[src/rtl/addsub_serial_pkg.sv]
// Shared constants and state type for the digit-serial adder/subtractor.
package addsub_serial_pkg;

  localparam logic [1:0] ST_IDLE = 2'd0;
  localparam logic [1:0] ST_RUN  = 2'd1;
  localparam logic [1:0] ST_DONE = 2'd2;

  localparam logic SEL_ADD = 1'b0;
  localparam logic SEL_SUB = 1'b1;

  typedef enum logic [1:0] {
    StIdle = ST_IDLE,
    StRun  = ST_RUN,
    StDone = ST_DONE
  } state_e;

endpackage

[src/rtl/digit_adder.sv]
// Combinational DIGIT-bit ripple adder; also exposes the carry into its top bit.
module digit_adder #(
  parameter int unsigned DIGIT = 2
) (
  input  logic [DIGIT-1:0] x,
  input  logic [DIGIT-1:0] y,
  input  logic             ci,
  output logic [DIGIT-1:0] s,
  output logic             co,
  output logic             c_msb_in
);

  logic [DIGIT:0] c;

  assign c[0] = ci;

  for (genvar i = 0; i < DIGIT; i++) begin : g_bit
    assign s[i]   = x[i] ^ y[i] ^ c[i];
    assign c[i+1] = (x[i] & y[i]) | (c[i] & (x[i] ^ y[i]));
  end

  assign co       = c[DIGIT];
  assign c_msb_in = c[DIGIT-1];

endmodule

[src/rtl/addsub_serial.sv]
// Digit-serial two's-complement adder/subtractor with start/done handshake.
module addsub_serial
  import addsub_serial_pkg::*;
#(
  parameter int unsigned WIDTH = 8,
  parameter int unsigned DIGIT = 2
) (
  input  logic             clk,
  input  logic             rst_n,
  input  logic             start,
  input  logic             sel,
  input  logic [WIDTH-1:0] a,
  input  logic [WIDTH-1:0] b,
  input  logic             cin,
  output logic             busy,
  output logic             done,
  output logic [WIDTH-1:0] sum,
  output logic             cout,
  output logic             ovf,
  output logic             zero
);

  localparam int unsigned NDIG = WIDTH / DIGIT;
  localparam int unsigned CW   = (NDIG > 1) ? $clog2(NDIG) : 1;
  localparam logic [CW-1:0] LastCnt = CW'(NDIG - 1);

  state_e           state_q;
  logic [WIDTH-1:0] a_q, b_q, r_q;
  logic             carry_q;
  logic [CW-1:0]    cnt_q;

  logic [DIGIT-1:0] dsum;
  logic             dco, dcmsb;
  logic [WIDTH-1:0] r_next;

  digit_adder #(
    .DIGIT(DIGIT)
  ) u_digit (
    .x       (a_q[DIGIT-1:0]),
    .y       (b_q[DIGIT-1:0]),
    .ci      (carry_q),
    .s       (dsum),
    .co      (dco),
    .c_msb_in(dcmsb)
  );

  // New digit enters at the top; after NDIG digits the LSB digit sits at bit 0.
  assign r_next = (r_q >> DIGIT) | (WIDTH'(dsum) << (WIDTH - DIGIT));

  always_ff @(posedge clk or negedge rst_n) begin
    if (!rst_n) begin
      state_q <= StIdle;
      a_q     <= '0;
      b_q     <= '0;
      r_q     <= '0;
      carry_q <= 1'b0;
      cnt_q   <= '0;
      busy    <= 1'b0;
      done    <= 1'b0;
      sum     <= '0;
      cout    <= 1'b0;
      ovf     <= 1'b0;
      zero    <= 1'b0;
    end else begin
      unique case (state_q)
        StIdle, StDone: begin
          done <= 1'b0;
          if (start) begin
            state_q <= StRun;
            busy    <= 1'b1;
            a_q     <= a;
            b_q     <= (sel == SEL_SUB) ? ~b : b;
            carry_q <= (sel == SEL_SUB) ? ~cin : cin;
            cnt_q   <= '0;
          end else begin
            state_q <= StIdle;
          end
        end
        StRun: begin
          a_q     <= a_q >> DIGIT;
          b_q     <= b_q >> DIGIT;
          r_q     <= r_next;
          carry_q <= dco;
          cnt_q   <= cnt_q + CW'(1);
          if (cnt_q == LastCnt) begin
            state_q <= StDone;
            busy    <= 1'b0;
            done    <= 1'b1;
            sum     <= r_next;
            cout    <= dco;
            // Carry into MSB differing from carry out means signed overflow.
            ovf     <= dcmsb ^ dco;
            zero    <= (r_next == '0);
          end
        end
        default: begin
          state_q <= StIdle;
          busy    <= 1'b0;
          done    <= 1'b0;
        end
      endcase
    end
  end

endmodule

[config.mk]
export PLATFORM = sky130hd
export DESIGN_NAME = addsub_serial
export DESIGN_NICKNAME = d
export VERILOG_FILES = /design/src/rtl/addsub_serial_pkg.sv /design/src/rtl/digit_adder.sv /design/src/rtl/addsub_serial.sv
export SDC_FILE = /design/constraint.sdc
export NUM_CORES = 1
export LEC_CHECK = 0
export ABC_AREA = 1
export CAP_MARGIN = 20
export CORE_MARGIN = 4
export CORE_UTILIZATION = 47
export DETAILED_ROUTE_END_ITERATION = 10
export PLACE_DENSITY_LB_ADDON = 0.15
export SETUP_SLACK_MARGIN = 0.05
export SLEW_MARGIN = 20
export SYNTH_ARGS = -nofsm -noshare
export SYNTH_HDL_FRONTEND = slang
export SYNTH_SLANG_ARGS = --single-unit
export TNS_END_PERCENT = 20
[constraint.sdc]
create_clock -name clk -period 2.4 [get_ports clk]
set_input_delay 0.72 -clock clk [delete_from_list [all_inputs] [get_ports clk]]
set_output_delay 0.72 -clock clk [all_outputs]
set_load 0.02 [all_outputs]
Yosys cells after proc, flatten, opt, wreduce, memory -nomap -nowiden
Cells that the tools add are included.
Word-level totals
  logic and storage cells: 57
  output and inout port bits: 13
  bits of input ports: 21
  bits in registers: 42
Operators by class
  bitwise logic cells: 14
  mux-type cells: 18
  reductions and logical operators: 7
  $add $sub $neg: 1
  equal/unequal tests: 5
Operators with widths (number)
  $pmux 8 s2: 2
  $mux 8: 3
  $logic_not 8->1: 1
  $not 8->8: 1
  $or 6x8->8: 1
  $pmux 2 s2: 2
  $mux 1: 7
  $reduce_and 2->1: 3
  $xor 1x1->1: 5
  $and 1x1->1: 4
  $eq 2x2->1 const B: 2
  $mux 2: 2
  $ne 2x2->1 const B: 2
  $pmux 1 s2: 2
  $add 2x1->2 const B: 1
  $eq 2x1->1 const B: 1
  $logic_not 2->1: 1
  $or 1x1->1: 2
  $reduce_bool 2->1: 1
  $reduce_or 2->1: 1
  $not 1->1: 1

Longest topological paths before layout
Gate-level depths: netlist (run 1).
  depth in word-level cells: 6
  depth in mapped cells: 7
  mapped depth without buffers: 7

Cells and area by module
From an unflattened synthesis (run 1), not the netlist that was laid out.
Unflattened totals
  cells, all modules: 220
  area total of the unflattened synthesis: 1796.7 um^2
Modules (own cells, without submodules)
  addsub_serial: instances 1, seq. area each 975.9 um^2, area each 1756.7 um^2, cells each 218
  digit_adder: instances 1, seq. area each 0.0 um^2, area each 40.0 um^2, cells each 2

Worst setup path before layout (run 1)
OpenSTA, ideal clock, no wires.
  path kind: reg2reg
  start point: register a_q[0]
  end point: register zero
  period minus slack after synthesis: 1672 ps
  path buffers: 0
  stages on the path, launching flop included: 8
  setup slack: 728 ps
  arrival: 1607 ps
  data required time: 2335 ps
  setup time: 65 ps
  cells stage by stage: dfrtp_1 -> inv_1 -> fa_1 -> fa_1 -> nand3_1 -> nor2_1 -> nand2_1 -> nand2_1
On the way
  cells in the longest elaborated chain, start to end: 6
  elaborated cells on any way between the ends: 8
  those cells by class: bitwise (7); reduce/logical (1)
RTL lines
  from (decl): line addsub_serial.sv:28  | logic [WIDTH-1:0] a_q, b_q, r_q;
  from (signal assigned): line addsub_serial.sv:80  | a_q <= a_q >> DIGIT;
  $xor 1x1->1: line digit_adder.sv:18, digit_adder.sv:19
  $and 1x1->1: line digit_adder.sv:19  | assign c[i+1] = (x[i] & y[i]) | (c[i] & (x[i] ^ y[i]));
  $or 1x1->1: line digit_adder.sv:19
  $xor 1x1->1: line digit_adder.sv:18  | assign s[i] = x[i] ^ y[i] ^ c[i];
  $or 6x8->8 (*): line addsub_serial.sv:48  | assign r_next = (r_q >> DIGIT) | (WIDTH'(dsum) << (WIDTH - DIGIT));
  $logic_not 8->1 (*): line addsub_serial.sv:93  | zero <= (r_next == '0);
  to (signal assigned): line addsub_serial.sv:93
  to (decl): line addsub_serial.sv:20  | output logic zero
Mark *: on every way between the ends. The rest lies on a longest branch, timed or not.
A chain may end at the register's enable or synchronous reset.

Worst setup path after layout (run 1)
  start point: register zero
  end point: output zero
No word-level cell between the ends.

==> results of run 1 <==
## routing by layer
layer | up-vias | global-route usage, % | share of wire (%) | wire, um
li1 | 754 | - | - | -
met1 | 655 | 18.6 | 46 | 1560
met2 | 34 | 24.3 | 48 | 1630
met3 | 4 | 5.97 | 6.0 | 204
met4 | 0 | 5.64 | 0.91 | 31
met5 | - | 0 | 0 | 0
## final cells by class
| cell class | count | area (um2) |
|---|---|---|
| clock inverter | 1 | 5.00 |
| timing repair buffer | 35 | 353 |
| tap | 48 | 60.1 |
| clock buffer | 6 | 72.6 |
| multi-input combinational | 156 | 713 |
| sequential | 40 | 1000 |
| inverter | 20 | 75.1 |
| fill | 366 | 1460 |
## worst max path at each step
stage / slack (ns) / depth (start not counted) / from / to
global route: 0.37 / 1 / sum[1] / sum[1]
global placement: 0.36 / 4 / sel / b_q[4]
CTS: 0.41 / 1 / zero / zero
floorplan: 0.73 / 7 / a_q[0] / zero
finish: 0.44 / 1 / zero / zero
detailed placement: 0.32 / 4 / sel / b_q[4]
## metrics by stage
stage	utilization, %	area [um2]	hold WS [ns]	instances
3_3_place_gp	58.8	2200	0.455	299
4_1_cts	60.9	2280	0.390	306
2_1_floorplan	-	1870	0.424	226
3_5_place_dp	58.8	2200	0.459	299
6_report	60.9	2280	0.377	306
5_1_grt	60.9	2280	0.406	306
## power by group through the flow
| stage | clock network [mW] | logic [mW] | registers [mW] |
|---|---|---|---|
| floorplan | 0 | 0.894 | 1.26 |
| global placement | 0 | 1.30 | 1.16 |
| detailed placement | 0 | 1.33 | 1.17 |
| CTS | 0.434 | 1.34 | 1.16 |
| global route | 0.468 | 1.49 | 1.21 |
| finish | 0.413 | 1.31 | 1.16 |
## sequential cells by signal, indices dropped and copies added (netlist names)
register  count
busy          1
b_q           8
done          1
cout          1
sum           8
r_q           6
carry_q       1
cnt_q         2
zero          1
state_q       2
a_q           8
ovf           1
## placed cells by master (no fill, tap or decap), types with 5 or more instances in the layout
| master | n |
|---|---|
| sky130_fd_sc_hd__nor2_1 | 14 |
| sky130_fd_sc_hd__dfrtp_1 | 40 |
| sky130_fd_sc_hd__or2_2 | 5 |
| sky130_fd_sc_hd__clkdlybuf4s50_1 | 32 |
| sky130_fd_sc_hd__o21ai_0 | 8 |
| sky130_fd_sc_hd__clkbuf_8 | 5 |
| sky130_fd_sc_hd__nand2_1 | 91 |
| sky130_fd_sc_hd__inv_1 | 18 |
| sky130_fd_sc_hd__nand3_1 | 21 |
| sky130_fd_sc_hd__o21ai_1 | 6 |
## cells by family (layout without fill, tap and decap cells)
family / Yosys count / count (layout) / share of synthesized area, %
AO/OA/AOI/OAI: 16 / 16 / 4.28
XOR/XNOR: 1 / 1 / 0.468
adder cells (fa/ha/maj): 3 / 3 / 2.81
buffers and inverters: 30 / 62 / 8.42
flip-flops: 40 / 40 / 53.5
AND/OR/NAND/NOR: 136 / 136 / 30.5
==> flow_results.org, run 1 <==
** Clock tree
- After clock tree synthesis, the repair step resized 0 gates.
- Clock network latency to the later pin of the worst-skew pair :: 0.29 ns
- The clock passes through at most 2 buffers.
- Clock transition at the register clock pins on the worst setup and hold paths after CTS :: 0.07 ns
- In this run the post-CTS setup repair buffer count came out at 0.
- CTS tree :: built
- The tree is rooted in a sky130_fd_sc_hd__clkbuf_8.
- Num CTS Buffers :: 5
- Counting every sink on the clock net gives 40.
- The H-tree was split into 2 levels.
- Number of buffers inserted by hold repair at cts :: 0

** Placement
- Half-perimeter wire length after placement :: 2460 um
- Prior to clock tree synthesis, the placed netlist has a worst setup slack of 0.316 ns.
- In this run the tool buffered the top-level ports with 33 buffer cells.
- Routability-driven placement finished with a final weighted congestion of 0.772.

** STA
- Timing would allow up to 0.509 GHz.
- Post-layout min period :: 1.96 ns
- Period Utilization, post-route :: 81.9%
- Unrepaired setup endpoints after global routing :: false
- Slew of the pin with the lowest slew margin :: 0.647 ns
- Setup violations remaining at the end of the flow were counted as 0.
- Measured against its own limit, the worst slew margin works out to 56.8%.
- Setup tns final :: 0 ns
- Post-route setup slack :: 0.435 ns
- Hold Violations, Final :: 0
- Slew Limit Fails :: 0
- Across the routed clock network, the largest skew measured is 0.00664 ns.

** Worst setup path
- Capturing point of the worst reg2reg path :: zero
- For the worst setup path, the data arrival time is 1.24 ns.
- Traced cell by cell, the critical path runs through clkdlybuf4s50_1.
- For the worst flop-to-flop path, the logic depth is 7.
- Critical path's slowest cell :: sky130_fd_sc_hd__clkdlybuf4s50_1
- The critical path in this run is classified as flop to output pin.
- In this run the register-to-register setup slack is 0.58 ns.
- In this design, the stage delay of the slowest critical-path cell is 0.60 ns.
- Buf/Inv on CP :: 1
- The worst setup path is captured at an output pin.
- In this run the critical register-to-register path is launched from a_q[0].
- Of all nets on the critical path, the largest fanout is 2.
- Critical Path RT :: 1.68 ns
- The kind of cell with the highest combined delay along the critical path is buffers and inverters.
- Startpoint class of the critical path :: flop

** Detailed routing
- Before antenna repair, the detailed router went through 4 iterations.
- Overall routed net length :: 3430 um
- DR vias/cell :: 4.73
- DRC violation count after routing :: 0
- Dividing the detail-routed wire length by the instance count gives 11.2 um.
- Summing over every cut layer, the via total after detailed routing is 1447.
- Iteration-0 DRC Markers :: 54
- Post-DRT Antenna Nets :: 0

** Yosys
- Number of flops mapped to enable cells by yosys :: 0
- Post-synth net total :: 250
- In the synthesized netlist the dominant register cell turns out to be sky130_fd_sc_hd__dfrtp_1.
- Combined area of all synthesized cells :: 1870 um2
- During synthesis, Yosys emitted a total of 0 warnings.
- Proportion of netlist area held by the largest area contributor :: 53.5%
- Synthesis inferred 40 register bits.
- Gate count after technology mapping :: 226
- Counting instances in the post-synthesis netlist gives the leading cell types as sky130_fd_sc_hd__nand2_1, sky130_fd_sc_hd__dfrtp_1, sky130_fd_sc_hd__nand3_1, sky130_fd_sc_hd__inv_1, sky130_fd_sc_hd__nor2_1.
- After synthesis, the netlist uses 20 different library cells.
- In this run the mean area of a mapped cell was 8.28 um2.
- Sequential cells were found to cover 53.5% of the synthesized design area.
- The most common cell in the synthesized netlist is sky130_fd_sc_hd__nand2_1.
- Of all flip-flops after synthesis, the portion carrying an async set or reset was 100%.
- Cell type with the highest aggregate area in the netlist :: sky130_fd_sc_hd__dfrtp_1
- Largest cells by area after synthesis :: sky130_fd_sc_hd__dfrtp_1, sky130_fd_sc_hd__nand2_1, sky130_fd_sc_hd__nand3_1, sky130_fd_sc_hd__inv_1, sky130_fd_sc_hd__nor2_1

** Global route
- The via count of the first global-routing pass is 1382.
- The initial antenna violation count is 0.
- GRT overflow :: 0
- Entering global routing, the biggest net connects 22 pins.
- All-layer global routing usage :: 15.2%
- The first global-routing pass estimated 6030 um of wire.

** Layout
- In the final layout, the share of cells above drive strength 1 is 7.75%.
- The repair_antennas step left the layout with diodes totalling 0.
- Area growth syn-to-layout :: 21.8%
- For this run, the post-layout net count is 282.

** Floorplan
- # rows :: 22
- Number of top-level design ports :: 34
- Core area :: 3740 um2
- The floorplan step defined a die boundary enclosing 5060 um2.
- Die Y :: 71.1 um
- Die X-Extent :: 71.1 um
- For this configuration, the core starts out at a cell density of 50.0%.

** Flow run
- Max-cap violations in this run came to 0.

** Power and ir drop
- Internal power :: 1.72 mW
- Pwr/cell area :: 1260 nW/um2
- Design Power :: 2.88 mW
- In this run switching power makes up 40.3% of total power.
- In this run the static leakage power is 1.15 nW.
- The worst-case IR drop observed on VDD is 0.605 mV.
- Power share of the clock group :: 14.3%
- Combinational logic burns 45.4% of the power.
- Psw :: 1.16 mW
- Per report_power, the sequential group accounts for 40.3% of the total.

** Outcome
- Run status :: completed

** Worst hold path
- In this run the worst hold path is classified as primary input to asynchronous set/reset pin.
(Power assumes the default switching activity.)
==> inputs of run 2 (changes only) <==
--- a/config.mk
+++ b/config.mk
@@ -8,7 +8,7 @@
 export ABC_AREA = 1
 export CAP_MARGIN = 20
 export CORE_MARGIN = 4
-export CORE_UTILIZATION = 47
+export CORE_UTILIZATION = 46
 export DETAILED_ROUTE_END_ITERATION = 10
 export PLACE_DENSITY_LB_ADDON = 0.15
 export SETUP_SLACK_MARGIN = 0.05
==> constraint.sdc (replaced) <==
create_clock -name clk -period 1.65 [get_ports clk]
set_input_delay 0.495 -clock clk [delete_from_list [all_inputs] [get_ports clk]]
set_output_delay 0.495 -clock clk [all_outputs]
set_load 0.02 [all_outputs]
==> flow_results.org, run 2 (same netlist as run 1, synthesis figures left out) <==
** Detailed routing
- DR vias/cell :: 4.69 (was 4.73)
- Number of optimization iterations in the first detailed-route pass :: 4 (unchanged)
- The residual DRC count came to 0 (unchanged).
- The remaining antenna violation count after routing came to 0 (unchanged).
- The total via count in the routed design came to 1486 (was 1447).
- Wire per inst :: 11.4 um (was 11.2 um)
- The detailed router's first-iteration violation count is 70 (was 54).
- The total length of routed wires is 3630 um (was 3430 um).

** Clock tree
- Clock transition at the register clock pins on the worst setup and hold paths after CTS :: 0.08 ns (was 0.07 ns)
- Num CTS Buffers :: 5 (unchanged)
- Number of buffers on the longest clock path :: 2 (unchanged)
- The master cell of the clock root buffer is sky130_fd_sc_hd__clkbuf_8 (unchanged).
- The number of buffers inserted for hold repair after clock tree synthesis is 0 (unchanged).
- The count of H-tree levels built during CTS came to 2 (unchanged).
- Clock network latency to the later pin of the worst-skew pair :: 0.30 ns (was 0.29 ns)
- The TritonCTS clock tree is built (unchanged).
- The clock sink count was 40 (unchanged).

** STA
- Counting I/O delays and the setup requirement, the final critical path takes 1.72 ns.
- Relative slew slack :: 73.7% (was 56.8%)
- The number of hold violations in the final report came to 0 (unchanged).
- Clock skew after layout :: 0.00691 ns (was 0.00664 ns)
- The number of max-slew violations in the final report is 0 (unchanged).
- Period Utilization, post-route :: 104%
- Slew of the pin with the lowest slew margin :: 0.393 ns (was 0.647 ns)
- Setup violations, final :: 2 (was 0)
- For this run, the top clock speed supported by timing is 0.580 GHz.
- Unrepaired setup endpoints after global routing :: true (was false)
- Post-route setup slack :: -0.0732 ns (was 0.435 ns)

** Floorplan
- Area of the die :: 5150 um2 (was 5060 um2)
- The width of the die is 71.8 um (was 71.1 um).
- # rows :: 22 (unchanged)
- The core area was 3800 um2 (was 3740 um2).
- Number of top-level design ports :: 34 (unchanged)
- Die Y :: 71.8 um (was 71.1 um)
- The starting utilization of the core area is 49.3% (was 50.0%).

** Worst setup path
- The startpoint type of the worst setup path was a flop (unchanged).
- Worst setup slack for register-to-register paths :: -0.07 ns (was 0.58 ns)
- The critical setup path kind is flop to flop (was flop to output pin).
- Worst flop-to-flop path startpoint :: a_q[0] (unchanged)
- Capturing element type of the critical path :: flop (was output pin)
- Largest stage delay on the critical path :: 0.58 ns (was 0.60 ns)
- The cell with the largest stage delay on the worst path was sky130_fd_sc_hd__fa_2 (was sky130_fd_sc_hd__clkdlybuf4s50_1).
- The critical register-to-register path endpoint is zero (unchanged).
- The data required time at the worst endpoint came to 1.89 ns (was 1.68 ns).
- Cell breakdown of the critical path: inv_2 > fa_2 > fa_2 > nand3_1 > nor2_1 > nand2_1 > nand2_1 (was clkdlybuf4s50_1).
- Arrival time at the worst endpoint :: 1.97 ns (was 1.24 ns)
- The number of cells on the worst reg-to-reg path came to 7 (unchanged).
- Maximum fanout encountered on the critical timing path :: 3 (was 2)

** Layout
- Number of nets in the finished design :: 292 (was 282)
- The antenna diode count came to 0 (unchanged).
- Most frequent cells in the layout :: sky130_fd_sc_hd__nand2_1, sky130_fd_sc_hd__dfrtp_1, sky130_fd_sc_hd__nand3_1 (was sky130_fd_sc_hd__nand2_1, sky130_fd_sc_hd__dfrtp_1, sky130_fd_sc_hd__clkdlybuf4s50_1)
- Top flop regs :: a_q (8), b_q (8), sum (8) (unchanged)
- Leading cell type in the layout, fill and taps excluded :: sky130_fd_sc_hd__nand2_1 (unchanged)
- The ratio of cells with drive above 1 in the final layout came to 14.1% (was 7.75%).
- The number of filler instances in the final layout is 355 (was 366).
- Post-Layout Cell Count :: 317 (was 306)
- Area growth syn-to-layout :: 29.1% (was 21.8%)

** Global route
- The via count of the first global-routing pass came to 1371 (was 1382).
- The aggregate global-route resource usage was 14.8% (was 15.2%).
- Wire length of the first global-routing pass :: 5960 um (was 6030 um)
- The initial antenna violation count came to 0 (unchanged).
- Largest net degree at the start of global routing :: 28 (was 22)
- GRT overflow :: 0 (unchanged)

** Placement
- The worst slack at placement is -0.0577 ns (was 0.316 ns).
- Final GP Congestion :: 0.773 (was 0.772)
- Half-perimeter wire length after placement :: 2480 um (was 2460 um)
- The count of placed standard cells including taps was 308 (was 299).
- Count of buffers inserted at the top-level ports :: 33 (unchanged)

** Power and ir drop
- Maximum vdd drop :: 0.923 mV (was 0.605 mV)
- Static leakage :: 1.27 nW (was 1.15 nW)
- Pwr/cell area :: 1930 nW/um2 (was 1260 nW/um2)

** Flow run
- Max-cap violation count :: 0 (unchanged)

** Outcome
- Failing checks :: negative setup slack
- Run status :: finished, violations left (was completed)

** Worst hold path
- The worst hold path class was primary input to asynchronous set/reset pin (unchanged).
## run 2: cell count changes in the layout (fill, tap and decap cells not counted), moves of 2 or more
cell	delta
sky130_fd_sc_hd__clkbuf_8	+2
sky130_fd_sc_hd__dlygate4sd2_1	+13
sky130_fd_sc_hd__inv_1	-2
sky130_fd_sc_hd__fa_1	-2
sky130_fd_sc_hd__inv_2	+2
sky130_fd_sc_hd__fa_2	+2
sky130_fd_sc_hd__buf_4	+9
sky130_fd_sc_hd__clkdlybuf4s50_1	-13
## run 2: metrics by stage
stage | util, % | TNS (ns) | power (mW) | hold slack (ns) | area, um2
after floorplan | - | 0 | 3.14 | 0.199 | 1870
after global placement | 60.1 | -0.0670 | 3.76 | 0.414 | 2280
after detailed placement | 60.1 | -0.259 | 3.83 | 0.412 | 2280
after CTS | 63.0 | -0.103 | 4.60 | 0.0939 | 2390
after global routing | 63.6 | -0.270 | 5.05 | 0.105 | 2420
final | 63.6 | -0.0924 | 4.67 | 0.0881 | 2420
## run 2: cell type report
cell class | instances | area [um2] | share of cell area [%]
tap | 48 | 60.1 | 2.49
sequential | 40 | 1000 | 41.4
timing repair buffer | 45 | 424 | 17.6
clock buffer | 7 | 96.3 | 3.99
inverter | 20 | 75.1 | 3.11
clock inverter | 1 | 30.0 | 1.24
multi-input combinational | 156 | 729 | 30.2
## run 2: report_power, final
part           switching [mW]  leakage [nW]  internal (mW)
Combinational            1.21         0.700          0.897
Sequential              0.253         0.502           1.43
Clock                   0.340        0.0645          0.534
Total                    1.80          1.27           2.86
## run 2: worst max-delay path: cells and delay by family (launching register included)
| family | cells | cell delay (ns) |
|---|---|---|
| adder cells (fa/ha/maj) | 2 | 0.98 |
| flip-flops | 1 | 0.38 |
| AND/OR/NAND/NOR | 4 | 0.27 |
| buffers and inverters | 1 | 0.05 |
## run 2: worst max-delay path by stage
stage / from / to / cells after the start
finish: a_q[0] / zero / 7
global route: a_q[0] / zero / 7
CTS: a_q[0] / zero / 7
detailed placement: a_q[0] / zero / 7
global placement: a_q[0] / zero / 7
floorplan: a_q[0] / zero / 7
## run 2: per-layer routing
layer	wire length, um	GRT usage (%)	vias to the layer above
met2	1700	24.3	28
met1	1670	18.4	672
met3	203	5.05	6
li1	-	-	780
met4	48	4.38	0
met5	0	0	-
## run 2: timing repair
action                     4_1_cts  5_1_grt
pin swaps                        0        6
gates resized for setup         13        5
buffers inserted                 0        1
setup endpoints to repair       17        6
==> inputs of run 3 (changes only) <==
--- a/config.mk
+++ b/config.mk
@@ -9,6 +9,7 @@
 export CAP_MARGIN = 20
 export CORE_MARGIN = 4
 export CORE_UTILIZATION = 46
+export CTS_CLUSTER_DIAMETER = 100
 export DETAILED_ROUTE_END_ITERATION = 10
 export PLACE_DENSITY_LB_ADDON = 0.15
 export SETUP_SLACK_MARGIN = 0.05
==> results of run 3 <==
The final DEF is identical to that of run 2; final timing and power are the same.
